### config.mk
export PLATFORM = sky130hd
export DESIGN_NAME = sa_result_drain
export DESIGN_NICKNAME = d
export VERILOG_FILES = /design/src/rtl/sa_drain_pkg.sv /design/src/rtl/sa_row_mux.sv /design/src/rtl/sa_result_drain.sv
export SDC_FILE = /design/constraint.sdc
export NUM_CORES = 2
export LEC_CHECK = 0
export CAP_MARGIN = 25
export CORE_AREA = 2 2 509 511
export DETAILED_ROUTE_END_ITERATION = 8
export DIE_AREA = 0 0 511 513
export SLEW_MARGIN = 40
export SYNTH_ARGS = -nofsm -noshare
export SYNTH_HDL_FRONTEND = slang
export SYNTH_SLANG_ARGS = --single-unit
export TNS_END_PERCENT = 100
### constraint.sdc
create_clock -name CLK -period 2.3 [get_ports CLK]
set_input_delay 0.23 -clock CLK [delete_from_list [all_inputs] [get_ports CLK]]
set_output_delay 0.23 -clock CLK [all_outputs]
set_load 0.02 [all_outputs]
### src/rtl/sa_drain_pkg.sv
// Shared types and sizing helpers for the systolic-array result drain.
package sa_drain_pkg;

  typedef enum logic {
    IDLE = 1'b0,
    SEND = 1'b1
  } state_t;

  localparam int DEFAULT_WIDTH = 32;
  localparam int ELEM_W        = 2 * DEFAULT_WIDTH;

  function automatic int elem_width(input int width);
    return 2 * width;
  endfunction

  // A single-row array still needs a 1-bit row index.
  function automatic int row_width(input int vpe);
    return (vpe <= 1) ? 1 : $clog2(vpe);
  endfunction

endpackage

### src/rtl/sa_row_mux.sv
// Selects one array row (HPE accumulator elements) out of the flat snapshot buffer.
module sa_row_mux
  import sa_drain_pkg::*;
#(
  parameter int HPE   = 4,
  parameter int VPE   = 4,
  parameter int WIDTH = 32
) (
  input  logic [elem_width(WIDTH)*HPE*VPE-1:0] buf_i,
  input  logic [row_width(VPE)-1:0]            row_i,
  output logic [elem_width(WIDTH)*HPE-1:0]     row_o
);

  localparam int RW       = row_width(VPE);
  localparam int ROW_BITS = elem_width(WIDTH) * HPE;

  // Explicit compare chain keeps out-of-range indices (non power-of-two VPE) at zero.
  always_comb begin
    row_o = '0;
    for (int v = 0; v < VPE; v++) begin
      if (row_i == RW'(v)) begin
        row_o = buf_i[v*ROW_BITS +: ROW_BITS];
      end
    end
  end

endmodule

### src/rtl/sa_result_drain.sv
// Snapshots the systolic-array result bus on START and streams it out one row per valid/ready beat.
module sa_result_drain
  import sa_drain_pkg::*;
#(
  parameter int HPE   = 4,
  parameter int VPE   = 4,
  parameter int WIDTH = 32
) (
  input  logic                                 CLK,
  input  logic                                 RST,
  input  logic                                 START,
  input  logic [elem_width(WIDTH)*HPE*VPE-1:0] YY,
  output logic [elem_width(WIDTH)*HPE-1:0]     OUT_DATA,
  output logic                                 OUT_VALID,
  input  logic                                 OUT_READY,
  output logic [row_width(VPE)-1:0]            OUT_ROW,
  output logic                                 OUT_LAST,
  output logic                                 BUSY,
  output logic                                 DONE,
  output logic                                 dbg_state_o
);

  localparam int RW       = row_width(VPE);
  localparam int BUF_BITS = elem_width(WIDTH) * HPE * VPE;
  localparam logic [RW-1:0] LAST_ROW = RW'(VPE - 1);

  // Handshake: a beat transfers on a rising edge where OUT_VALID and OUT_READY
  // are both high; while OUT_VALID is high and OUT_READY low, data/row/last hold.
  state_t              state_q, state_d;
  logic [BUF_BITS-1:0] buf_q, buf_d;
  logic [RW-1:0]       row_q, row_d;
  logic                done_q, done_d;

  always_ff @(posedge CLK) begin
    if (RST) begin
      state_q <= IDLE;
      buf_q   <= '0;
      row_q   <= '0;
      done_q  <= 1'b0;
    end else begin
      state_q <= state_d;
      buf_q   <= buf_d;
      row_q   <= row_d;
      done_q  <= done_d;
    end
  end

  always_comb begin
    state_d = state_q;
    buf_d   = buf_q;
    row_d   = row_q;
    done_d  = 1'b0;
    case (state_q)
      IDLE: begin
        if (START) begin
          buf_d   = YY;
          row_d   = '0;
          state_d = SEND;
        end
      end
      SEND: begin
        if (OUT_READY) begin
          if (row_q == LAST_ROW) begin
            row_d   = '0;
            done_d  = 1'b1;
            state_d = IDLE;
          end else begin
            row_d = row_q + RW'(1);
          end
        end
      end
      default: state_d = IDLE;
    endcase
  end

  sa_row_mux #(
    .HPE   (HPE),
    .VPE   (VPE),
    .WIDTH (WIDTH)
  ) u_row_mux (
    .buf_i (buf_q),
    .row_i (row_q),
    .row_o (OUT_DATA)
  );

  assign BUSY        = (state_q == SEND);
  assign OUT_VALID   = BUSY;
  assign OUT_ROW     = row_q;
  assign OUT_LAST    = BUSY && (row_q == LAST_ROW);
  assign DONE        = done_q;
  assign dbg_state_o = state_q;

endmodule

==> flow_metrics.env <==
export IMPL_outcome="finished, violations left"
export IMPL_violations="setup timing"
export IMPL_fmax_mhz=344
export IMPL_cp_required_ns=2.07
export IMPL_yosysTopAreaCell="dfxtp_1"
export IMPL_fin_nets=9302
export IMPL_layout_commonest_cell="nand2_1"
export IMPL_drv_cap=0
export IMPL_dieArea_um2=262000
export IMPL_via_per_inst=4.34
export IMPL_synth_seq_area_share=0.461
export IMPL_grt_max_degree=131
export IMPL_via_count=51300
export IMPL_portBuffers=1290
export IMPL_postSynthAreaPerCell_um2=7.55
export IMPL_start_util=0.174
export IMPL_dp_hpwl_um=186000
export IMPL_core_area_um2=256000
export IMPL_clk_latency_ns=0.76
export IMPL_drt_first_pass_iters=5
export IMPL_final_cell_mix="2302 x nand2_1, 1032 x clkdlybuf4s50_1, 1026 x dfxtp_1"
export IMPL_drive_gt1_frac=0.153
export IMPL_synthDistinctLibCells=22
export IMPL_drt_initial_drc_count=3761
export IMPL_die_y_um=513
export IMPL_finalNonFillerCells=11800
export IMPL_die_w_um=511
export IMPL_synthToLayoutAreaGrowth_pct=83.3
export IMPL_htreeDepth=3
export IMPL_routabilityCongestion=0.911
export IMPL_clkSinkCount=1028
export IMPL_total_power_uw=48900
export IMPL_first_global_vias=50000
export IMPL_fin_worst_skew_ns=0.0255
export IMPL_hp_class="input pin to flip-flop"
export IMPL_ctsRootBufferMaster="clkbuf_16"
export IMPL_ys_top_cells_by_area="dfxtp_1 46%, nand2_1 19%, a21oi_1 11%, mux2i_1 5.8%, nand3b_1 4.3%"
export IMPL_drtAntennaViolNets=0
export IMPL_antenna_found_initial=126
export IMPL_drcViolationCount=0
export IMPL_path_clk_slew_ns=0.06
export IMPL_setup_viol=262
export IMPL_cts_tree="yes"
export IMPL_cts_buffers=121
export IMPL_period_needed_ns=2.90
export IMPL_syn_nets=6947
export IMPL_postLayoutCellArea_um2=81800
export IMPL_rsz0062_at_grt="true"
export IMPL_dpl_cell_area_um2=63700
export IMPL_ys_warn_count=0
export IMPL_critPathTopFamily="buffers and inverters"
export IMPL_globalRouteOverflowTotal=0
export IMPL_period_share=1.26
export IMPL_hold_viol=0
export IMPL_setup_slack_ns=-0.604
export IMPL_grt_pass1_wl_um=359000
export IMPL_cts_path_max_buffers=3
export IMPL_rows=186
export IMPL_p_per_area_nw_per_um2=598
export IMPL_critical_path_buf_inv_count=7
export IMPL_end_kind="output port"
export IMPL_wl_um=261000
export IMPL_crit_chain="buf_6 -> ha_4 -> nor2_4 -> buf_12 -> buf_12 -> buf_16 -> buf_12 -> buf_4 -> a31oi_1 -> buf_4"
export IMPL_cpMostUsedCell="buf_12"
export IMPL_slew_violations=0
export IMPL_path_max_fanout=8
export IMPL_worstSetupStartpointType="flip-flop"
export IMPL_grtUsageTotal=0.188
export IMPL_postSynthCellCount=5915
export IMPL_cp_arrival_ns=2.67
export IMPL_synth_top_area_share=0.461
export IMPL_slowest_stage="dfxtp_2"
export IMPL_synth_seq_cells=1028
export IMPL_p_leak_uw=0.0301
export IMPL_ff2ff_setup_slack_ns=0.42
export IMPL_tightest_slew_ns=0.820
export IMPL_place_inst=10500
export IMPL_boundaryPins=1291
export IMPL_wl_per_cell_um=22.1
export IMPL_ir_drop_mv=0.606
export IMPL_max_stage_delay_ns=0.35
export IMPL_relSlewSlack=0.453
export IMPL_preCtsSetupSlack_ns=-0.364
export IMPL_syn_area_um2=44600
export IMPL_critPathKind="flip-flop to output port"
-- worst paths after layout --
kind / start / end / cells after the start
max: OUT_ROW[1]$_SDFFE_PP0P_ / OUT_DATA[60] / 10
min: YY[984] / buf_q[984]$_SDFFE_PP0P_ / 3
max reg2reg: BUSY$_SDFF_PP0_ / buf_q[928]$_SDFFE_PP0P_ / 6
min reg2reg: buf_q[608]$_SDFFE_PP0P_ / buf_q[608]$_SDFFE_PP0P_ / 2
-- layer usage --
metal / vias up / global-route usage / routed length [µm]
li1: 24300 / - / -
met1: 24200 / 0.230 / 108000
met2: 2126 / 0.311 / 121000
met3: 522 / 0.0485 / 20000
met4: 78 / 0.0772 / 11800
met5: - / 0 / 537
-- worst register-to-register path, stage by stage (launching register included) --
cell and delay [ns]:
dfxtp_1 0.43, nor2b_4 0.29, buf_12 0.22, buf_12 0.26, buf_4 0.28, nand2_1 0.17
a21oi_1 0.15
-- registers in the layout, summed over array words and instances, names as in the netlist --
signal and count:
DONE 1, OUT_ROW 2, buf_q 1024, BUSY 1
-- kinds of logic after synthesis --
logic type      share of synthesized area
simple gates                        0.274
compound gates                      0.151
flops                               0.461
buf+inv                            0.0549
mux                                0.0576
fa+ha+maj                         0.00112
-- stage by stage --
| step | hold slack, ns | TNS, ns | util |
|---|---|---|---|
| after floorplan | 0.366 | 0 | - |
| after global placement | 0.437 | -35.31 | 0.249 |
| after detailed placement | 0.441 | -30.60 | 0.249 |
| after CTS | 0.000567 | -164.99 | 0.313 |
| after global routing | 0.00752 | -171.35 | 0.319 |
| final | 0.0751 | -129.07 | 0.319 |
-- what timing repair did --
action	CTS	global route
endpoints found under the hold margin	879	1
buffers inserted	104	41
gates cloned	44	9
pin swaps	78	44
resized for setup	1494	303
hold buffers	860	1
setup endpoints to repair	262	262
-- cell usage after synthesis --
library cell	number
nand3b_1	256
a31oi_1	256
and2_1	1
nor3b_1	1
buf_6	7
or2b_1	17
mux2i_1	257
a32oi_1	1
buf_4	51
clkbuf_1	241
dfxtp_1	1028
buf_2	203
nand2b_1	240
inv_1	2
nand3_1	2
clkbuf_4	3
ha_1	4
nor2_1	4
nand2_1	2305
nor2b_1	1
a21oi_1	1025
buf_1	10
-- cell type report --
cell class / instances / area, µm²
repair buffers: 2747 / 29100
clock inverters: 56 / 649
well taps: 3384 / 4230
diodes: 52 / 130
fillers: 26500 / 174000
multi-input cells: 4370 / 23700
inverters: 2 / 7.51
flip-flops and latches: 1028 / 20600
clock buffers: 165 / 3430
-- where the power goes --
| part | total [µW] | switching [µW] | internal [µW] |
|---|---|---|---|
| logic | 9340 | 4390 | 4960 |
| registers | 19500 | 692 | 18800 |
| clock network | 20000 | 8550 | 11500 |
No activity file was read; power rests on OpenSTA's default activity.
